[src/rtl/pc_pkg.sv]
//------------------------------------------------------------------------------
// Module : pc_pkg
// Brief  : Shared op encodings and sizing helpers for the PC sequencer slice.
// Rev    : 1.0  initial release
//------------------------------------------------------------------------------
`default_nettype none

package pc_pkg;

    localparam int unsigned OP_W = 3;

    localparam logic [OP_W-1:0] OP_INC  = 3'd0;
    localparam logic [OP_W-1:0] OP_HOLD = 3'd1;
    localparam logic [OP_W-1:0] OP_JMP  = 3'd2;
    localparam logic [OP_W-1:0] OP_BR   = 3'd3;
    localparam logic [OP_W-1:0] OP_CALL = 3'd4;
    localparam logic [OP_W-1:0] OP_RET  = 3'd5;

    // Stack index width; a single-entry stack still needs a 1-bit index.
    function automatic int unsigned idx_width(input int unsigned depth);
        return (depth > 1) ? $clog2(depth) : 1;
    endfunction

endpackage

`default_nettype wire

[src/rtl/ret_stack.sv]
//------------------------------------------------------------------------------
// Module : ret_stack
// Brief  : LIFO of return addresses; entry storage is deliberately unreset.
// Rev    : 1.0  initial release
//------------------------------------------------------------------------------
`default_nettype none

module ret_stack
    import pc_pkg::*;
#(
    parameter int WIDTH = 8,
    parameter int DEPTH = 4,
    parameter int SPW   = $clog2(DEPTH + 1)
) (
    input  logic             clkin,
    input  logic             reset,
    input  logic             push,
    input  logic             pop,
    input  logic [WIDTH-1:0] din,
    output logic [WIDTH-1:0] top,
    output logic [SPW-1:0]   sp,
    output logic             full,
    output logic             empty
);

    localparam int AW = idx_width(DEPTH);

    logic [WIDTH-1:0] mem_q [DEPTH];
    logic [SPW-1:0]   sp_q;
    logic [AW-1:0]    w_wr_idx;
    logic [AW-1:0]    w_rd_idx;

    assign w_wr_idx = sp_q[AW-1:0];
    assign w_rd_idx = AW'(sp_q - SPW'(1));

    assign full  = (sp_q == SPW'(DEPTH));
    assign empty = (sp_q == '0);
    assign sp    = sp_q;
    assign top   = mem_q[w_rd_idx];

    always_ff @(posedge clkin) begin
        if (reset) begin
            sp_q <= '0;
        end else if (push && !full) begin
            sp_q <= sp_q + SPW'(1);
        end else if (pop && !empty) begin
            sp_q <= sp_q - SPW'(1);
        end
    end

    // Entries above sp are never read, so the array needs no reset.
    always_ff @(posedge clkin) begin
        if (!reset && push && !full) begin
            mem_q[w_wr_idx] <= din;
        end
    end

endmodule

`default_nettype wire

[src/rtl/pc_sequencer.sv]
//------------------------------------------------------------------------------
// Module : pc_sequencer
// Brief  : Program counter with jump/branch/call/return and sticky fault.
// Rev    : 1.0  initial release
//------------------------------------------------------------------------------
`default_nettype none

module pc_sequencer
    import pc_pkg::*;
#(
    parameter int          WIDTH        = 8,
    parameter int          DEPTH        = 4,
    parameter int unsigned RESET_VECTOR = 0
) (
    input  logic                         clkin,
    input  logic                         reset,
    input  logic                         en,
    input  logic [OP_W-1:0]              op,
    input  logic                         cond,
    input  logic [WIDTH-1:0]             target,
    input  logic [WIDTH-1:0]             offset,
    output logic [WIDTH-1:0]             pc,
    output logic [$clog2(DEPTH+1)-1:0]   sp,
    output logic                         full,
    output logic                         empty,
    output logic                         fault
);

    localparam int SPW = $clog2(DEPTH + 1);

    logic [WIDTH-1:0] pc_q;
    logic [WIDTH-1:0] pc_d;
    logic             fault_q;
    logic             fault_d;
    logic             w_push;
    logic             w_pop;
    logic [WIDTH-1:0] w_pc_inc;
    logic [WIDTH-1:0] w_top;
    logic             w_full;
    logic             w_empty;

    assign w_pc_inc = pc_q + WIDTH'(1);

    ret_stack #(
        .WIDTH (WIDTH),
        .DEPTH (DEPTH),
        .SPW   (SPW)
    ) u_ret_stack (
        .clkin (clkin),
        .reset (reset),
        .push  (w_push),
        .pop   (w_pop),
        .din   (w_pc_inc),
        .top   (w_top),
        .sp    (sp),
        .full  (w_full),
        .empty (w_empty)
    );

    // A raised fault freezes everything: no op is decoded until reset.
    always_comb begin
        pc_d    = pc_q;
        fault_d = fault_q;
        w_push  = 1'b0;
        w_pop   = 1'b0;
        if (en && !fault_q) begin
            case (op)
                OP_INC:  pc_d = w_pc_inc;
                OP_HOLD: pc_d = pc_q;
                OP_JMP:  pc_d = target;
                OP_BR:   pc_d = cond ? (pc_q + offset) : w_pc_inc;
                OP_CALL: begin
                    if (w_full) begin
                        fault_d = 1'b1;
                    end else begin
                        w_push = 1'b1;
                        pc_d   = target;
                    end
                end
                OP_RET: begin
                    if (w_empty) begin
                        fault_d = 1'b1;
                    end else begin
                        w_pop = 1'b1;
                        pc_d  = w_top;
                    end
                end
                default: fault_d = 1'b1;
            endcase
        end
    end

    always_ff @(posedge clkin) begin
        if (reset) begin
            pc_q    <= WIDTH'(RESET_VECTOR);
            fault_q <= 1'b0;
        end else begin
            pc_q    <= pc_d;
            fault_q <= fault_d;
        end
    end

    assign pc    = pc_q;
    assign fault = fault_q;
    assign full  = w_full;
    assign empty = w_empty;

endmodule

`default_nettype wire

[config.mk]
export PLATFORM = sky130hd
export DESIGN_NAME = pc_sequencer
export DESIGN_NICKNAME = d
export VERILOG_FILES = /design/src/rtl/pc_pkg.sv /design/src/rtl/ret_stack.sv /design/src/rtl/pc_sequencer.sv
export SDC_FILE = /design/constraint.sdc
export NUM_CORES = 1
export LEC_CHECK = 0
export CAP_MARGIN = 10
export CORE_UTILIZATION = 48
export DETAILED_ROUTE_END_ITERATION = 8
export PLACE_DENSITY = 0.82
export SLEW_MARGIN = 20
export SYNTH_ARGS = -nofsm -noshare
export SYNTH_HDL_FRONTEND = slang
export SYNTH_HIERARCHICAL = 1
export SYNTH_SLANG_ARGS = --single-unit
[constraint.sdc]
create_clock -name clkin -period 3.5 [get_ports clkin]
set_input_delay 0.7 -clock clkin [delete_from_list [all_inputs] [get_ports clkin]]
set_output_delay 0.7 -clock clkin [all_outputs]
set_load 0.01 [all_outputs]
==> results of run 1 <==
## through the flow
stage	instances	util, %	setup slack, ns	instance area, sq um
4_1_cts	331	61.1	0.760	3140
3_5_place_dp	323	58.8	0.446	3020
6_report	331	61.1	0.763	3140
2_1_floorplan	220	-	0.966	2580
3_3_place_gp	323	58.8	0.591	3020
5_1_grt	331	61.1	0.552	3140
## cell type report
| cell class | instances | area [sq um] |
|---|---|---|
| Fill cell | 424 | 2000 |
| Multi-Input combinational cell | 158 | 1300 |
| Inverter | 10 | 37.5 |
| Timing Repair Buffer | 41 | 398 |
| Clock inverter | 3 | 46.3 |
| Clock buffer | 5 | 68.8 |
| Tap cell | 70 | 87.6 |
| Sequential cell | 44 | 1200 |
## how the worst min path moves through the flow
stage / start / endpoint / slack (ns)
global route: fault / fault / 0.55
floorplan: fault / fault / 0.52
detailed placement: fault / fault / 0.49
global placement: fault / fault / 0.48
finish: fault / fault / 0.51
CTS: fault / fault / 0.51
## critical path, cell delays in order
cell and delay [ns]:
clkdlybuf4s50_1 0.41, nand2b_1 0.26, nor4_1 0.38, a21bo_2 0.31, nor2_1 0.20, and2_1 0.43
## cell families (layout without fill, tap and decap cells)
family	after synthesis	count (layout)	synth area share, %
flops	44	44	46.5
fa+ha+maj	15	15	7.55
xor+xnor	11	11	3.73
simple gates	61	61	12.9
compound gates	58	58	17.0
buf+inv	18	59	3.24
mux	13	13	9.06
## flip-flops by register name (all words and copies together), names as in the netlist
signal             cells
u_ret_stack/mem_q     32
pc                     8
u_ret_stack/sp         3
fault                  1
## power groups by stage
stage	combinational (mW)	clock, mW	sequential (mW)
2_1_floorplan	0.112	0	0.594
3_3_place_gp	0.185	0	0.593
3_5_place_dp	0.187	0	0.593
4_1_cts	0.188	0.409	0.581
5_1_grt	0.206	0.432	0.583
6_report	0.189	0.407	0.582
## routing by layer
metal	up-vias	global-route usage (%)
li1	934	-
met1	943	32.7
met2	94	34.5
met3	13	6.08
met4	0	7.20
met5	-	0
## layout by cell type, fill, tap and decap left out, types with 2 or more instances in the layout
cell             Yosys  final
nand2_1              6      6
nor3_1               3      3
edfxtp_1            32     32
ha_1                14     14
nand4_1              2      2
a32o_1               3      3
o211ai_1             2      2
a21o_1               7      7
clkbuf_8             0      5
nor2_1              12     12
clkdlybuf4s50_1      0     36
xnor2_1              8      8
mux2i_1              2      2
o22ai_1              2      2
nor2b_1              4      4
mux4_2               8      8
mux2_2               3      3
and2_1               7      7
or3_1                3      3
a211oi_1             5      5
buf_4                3      5
nor4_1               2      2
a31oi_1              6      6
nand2b_1             9      9
dfxtp_1             12     12
nand3_1              7      7
o21ai_0              4      4
xor2_1               3      3
a21oi_1             10     10
a221oi_1             7      7
inv_1                9      9
==> results.yml, run 1 <==
worst_setup_path:
  critPathRequiredTime_ns: 3.46
  start_kind: "input pin"
  crit_arrival_ns: 2.69
  crit_end: "u_ret_stack/mem_q[1][7]"
  worst-path-max-fanout: 8
  crit_type: "in -> reg"
  reg2reg_slack_ns: 0.93
  r2r_end: "pc[7]"
  rr_worst_depth: 9
  critPathLaunch: "op[1]"
  crit_path_end_kind: "register"
  timing.rr.start: "u_ret_stack/sp[1]"
timing:
  hold_ws_ns: 0.512
  slew_headroom_pct: 54.5
  fmax_mhz: 365
  post-route-min-period_ns: 2.74
  setup_tns_ns: 0
  rsz0062_at_grt: "false"
  drv_slew: 0
  setup-violations-final: 0
  worst_slew_pin_slew_ns: 0.680
  finClkSkew_ns: 0.0108
  period_share_pct: 78.2
  final_hold_viol_count: 0
global_route:
  grt_max_degree: 18
  grtUsageTotal_pct: 23.0
  antenna_found_initial: 0
  grt.overflow.total: 0
  grt_pass1_vias: 1829
  grt_pass1_wl_microns: 9320
power_and_ir_drop:
  power_switching_uw: 300
  seq_power_share_pct: 49.4
  p_int_uw: 878
  swShare_pct: 25.4
  leakagePower_nw: 1.10
  p_per_area_nw_per_um2: 375
  p_comb_share_pct: 16.0
  p_total_mw: 1.18
  pwr-share-clk_pct: 34.6
  irDropWorstVdd_v: 0.000265
floorplan:
  die_x_microns: 75.4
  die_h_microns: 75.4
  start_util_pct: 50.3
  core_area_sq_um: 5140
  dieArea_sq_um: 5680
  fp-row-count: 26
  io_pins: 37
clock_network:
  cts_buffers: 5
  holdBufCountCts: 0
  cts.repair.resized: 0
  postCtsSetupBuffers: 0
  cts_tree: "yes"
  clk_latency_ns: 0.30
  htreeDepth: 2
  clk_pin_slew_ns: 0.10
  clockRootBuffer: "clkbuf_8"
  cts_buffer_depth: 2
  clock_sinks: 44
cells_and_area:
  num_antenna_cells: 0
  area_delta_synth_final_pct: 21.5
  final_net_count: 298
  drive_above_1_share_pct: 12.6
yosys:
  synth-main-ff-cell: "edfxtp_1"
  seq_area_frac_synth_pct: 46.5
  syn_nets: 258
  synth_common_cells: "32 x edfxtp_1, 14 x ha_1, 12 x dfxtp_1, 12 x nor2_1, 10 x a21oi_1"
  synthesis.area_sq_um: 2580
  yosys.area.top_type: "edfxtp_1"
  yosys.area.top_type_share_pct: 37.2
  synth_area_leaders: "edfxtp_1 37%, dfxtp_1 9.3%, mux4_2 7.0%"
  synth.distinct_cells: 51
  synth.ff_latch_count: 44
  async_flop_share_pct: 0
  postSynthAreaPerCell_sq_um: 11.7
  yosysMostFrequentCell: "edfxtp_1"
  synthCells: 220
  ys_warn_count: 6
  synth_edf_count: 32
route:
  drc: 0
  finalWirelength_microns: 5830
  dr_wl_met2_microns: 2650
  antenna_left: 0
  drt-wirelength-per-cell_microns: 17.6
  top_layer_used: "met4"
  vias: 1984
  first_pass_iters: 5
  drtIter0Drc: 251
  vias_per_cell: 5.99
  wl_met3_microns: 348
  wl_met1_microns: 2700
placement:
  dp_hpwl_microns: 4260
  portBuffers: 36
  gp_congestion: 0.803
run_status:
  status: "completed"
job:
  drv_cap: 0
hold_path:
  hold_depth: 2
  min_path_type: "reg -> reg"
Power figures use the tool's default switching activity.
==> run 2: changes to the inputs <==
PLACE_DENSITY = 0.84   (was 0.82)
clock period = 2.4 ns   (was 3.5 ns; I/O delays follow)
==> run 2 against run 1 <==
  * Core utilization rose by 3.4 points
  * Combinational power rose by 68%
  * Global-route usage rose by 0.88 points
  * Clock skew fell by 0.0065 ns
  * Register-to-register slack got worse by 0.74 ns
  * Count of clock-buffer cells in the layout rose by 1
  * Clock power rose by 11%
  * Critical path type is now reg -> out
  * Largest power group unchanged
  * Sequential power rose by 45%
  * Largest cell class unchanged
  * Final cell count rose by 6.6%
  * Power rose by 37%
  * Routed wire length rose by 7.0%
  * Sequential share of layout area fell by 2.0 points
==> results.yml, run 2 (synthesized netlist as in run 1, its figures left out) <==
hold_path:
  hold_depth: 2
  min_path_type: "reg -> reg"
worst_setup_path:
  start_kind: "register"
  crit_arrival_ns: 1.79
  critPathRequiredTime_ns: 1.92
  worst-path-max-fanout: 5
  rr_worst_depth: 9
  crit_type: "reg -> out"
  crit_path_end_kind: "output port"
cells_and_area:
  final_common_cell: "clkdlybuf4s50_1"
  top_register: "u_ret_stack/mem_q"
  area_delta_synth_final_pct: 28.2
  drive_above_1_share_pct: 22.6
  final_cell_count_no_fill: 353
  fillers: 432
  multi_input_area_sq_um: 1340
  seq_area_sq_um: 1200
  final_cell_mix: "36 x clkdlybuf4s50_1, 32 x edfxtp_1, 27 x buf_4, 13 x ha_1"
  largest_register_ffs: 32
  num_antenna_cells: 0
  stdcell_area_sq_um: 3310
  final_net_count: 320
route:
  vias_per_cell: 5.81
  vias: 2052
  drt-wirelength-per-cell_microns: 17.7
  antenna_left: 0
  drc: 0
  first_pass_iters: 4
  drtIter0Drc: 209
  finalWirelength_microns: 6240
global_route:
  antenna_found_initial: 0
  grt_max_degree: 16
  grt_pass1_vias: 1997
  grtUsageTotal_pct: 23.8
  grt_pass1_wl_microns: 9770
  grt.overflow.total: 0
timing:
  setup-violations-final: 0
  rsz0062_at_grt: "false"
  slew_headroom_pct: 56.8
  final_hold_viol_count: 0
  post-route-min-period_ns: 2.27
  fmax_mhz: 441
  worst_slew_pin_slew_ns: 0.644
  drv_slew: 0
  finClkSkew_ns: 0.00437
  period_share_pct: 94.5
floorplan:
  io_pins: 37
  start_util_pct: 50.3
  core_area_sq_um: 5140
  dieArea_sq_um: 5680
  fp-row-count: 26
  die_h_microns: 75.4
  die_x_microns: 75.4
clock_network:
  cts_buffer_depth: 2
  cts_buffers: 5
  clk_latency_ns: 0.29
  clk_pin_slew_ns: 0.08
  cts.repair.resized: 0
  holdBufCountCts: 0
  clock_sinks: 44
  cts_tree: "yes"
  htreeDepth: 2
  postCtsSetupBuffers: 0
  clockRootBuffer: "clkbuf_8"
placement:
  portBuffers: 36
  place_area_sq_um: 3190
  dp_hpwl_microns: 4690
  dp_cells: 345
  gp_congestion: 0.899
power_and_ir_drop:
  leakagePower_nw: 1.21
  irDropWorstVdd_v: 0.000310
  p_per_area_nw_per_um2: 488
job:
  drv_cap: 0
run_status:
  status: "completed"
==> run 2: changes by cell type in the layout (fill, tap and decap cells not counted), sizes merged <==
cell,previous run,this run
buf,5,27
bufinv,1,0
clkbuf,5,6
clkinv,0,1
inv,11,10
==> run 2: stage by stage <==
step	setup WS [ns]	total power [mW]	utilization [%]	TNS (ns)	hold slack [ns]
2_1_floorplan	0.0758	1.03	-	0	0.516
3_3_place_gp	-0.173	1.16	62.1	-2.53	0.470
3_5_place_dp	-0.241	1.17	62.1	-3.48	0.491
4_1_cts	0.0726	1.62	63.8	0	0.510
5_1_grt	0.0177	1.69	64.4	0	0.534
6_report	0.131	1.62	64.4	0	0.498
==> run 2: worst paths after layout <==
check | end | slack [ns] | startpoint
max | empty | 0.13 | u_ret_stack/sp[0]
min | fault | 0.50 | fault
max reg2reg | pc[0] | 0.19 | u_ret_stack/sp[1]
min reg2reg | fault | 0.50 | fault
==> run 2: layout make-up <==
type | instances | area share [%]
multi-input cells | 158 | 40.3
repair buffers | 63 | 17.0
inverters | 10 | 1.13
flip-flops and latches | 44 | 36.3
well taps | 70 | 2.64
clock inverters | 2 | 0.378
clock buffers | 6 | 2.19
==> run 2: where the power goes <==
| group | internal (mW) | switching (mW) |
|---|---|---|
| clock | 0.204 | 0.249 |
| sequential | 0.829 | 0.0168 |
| combinational | 0.164 | 0.153 |
| total | 1.20 | 0.419 |
==> run 2: routing by layer <==
| metal | GRT usage, % | up-vias | routed length (microns) |
|---|---|---|---|
| met2 | 37.4 | 71 | 2980 |
| met5 | 0 | - | 0 |
| met4 | 8.02 | 0 | 110 |
| met1 | 33.7 | 1001 | 2770 |
| met3 | 4.50 | 9 | 378 |
| li1 | - | 971 | - |
==> run 2: worst max-delay path, cell delays in order (launching register included) <==
cell and delay, ns:
dfxtp_2 0.33, inv_1 0.14, ha_1 0.22, ha_1 0.25
clkdlybuf4s50_1 0.56
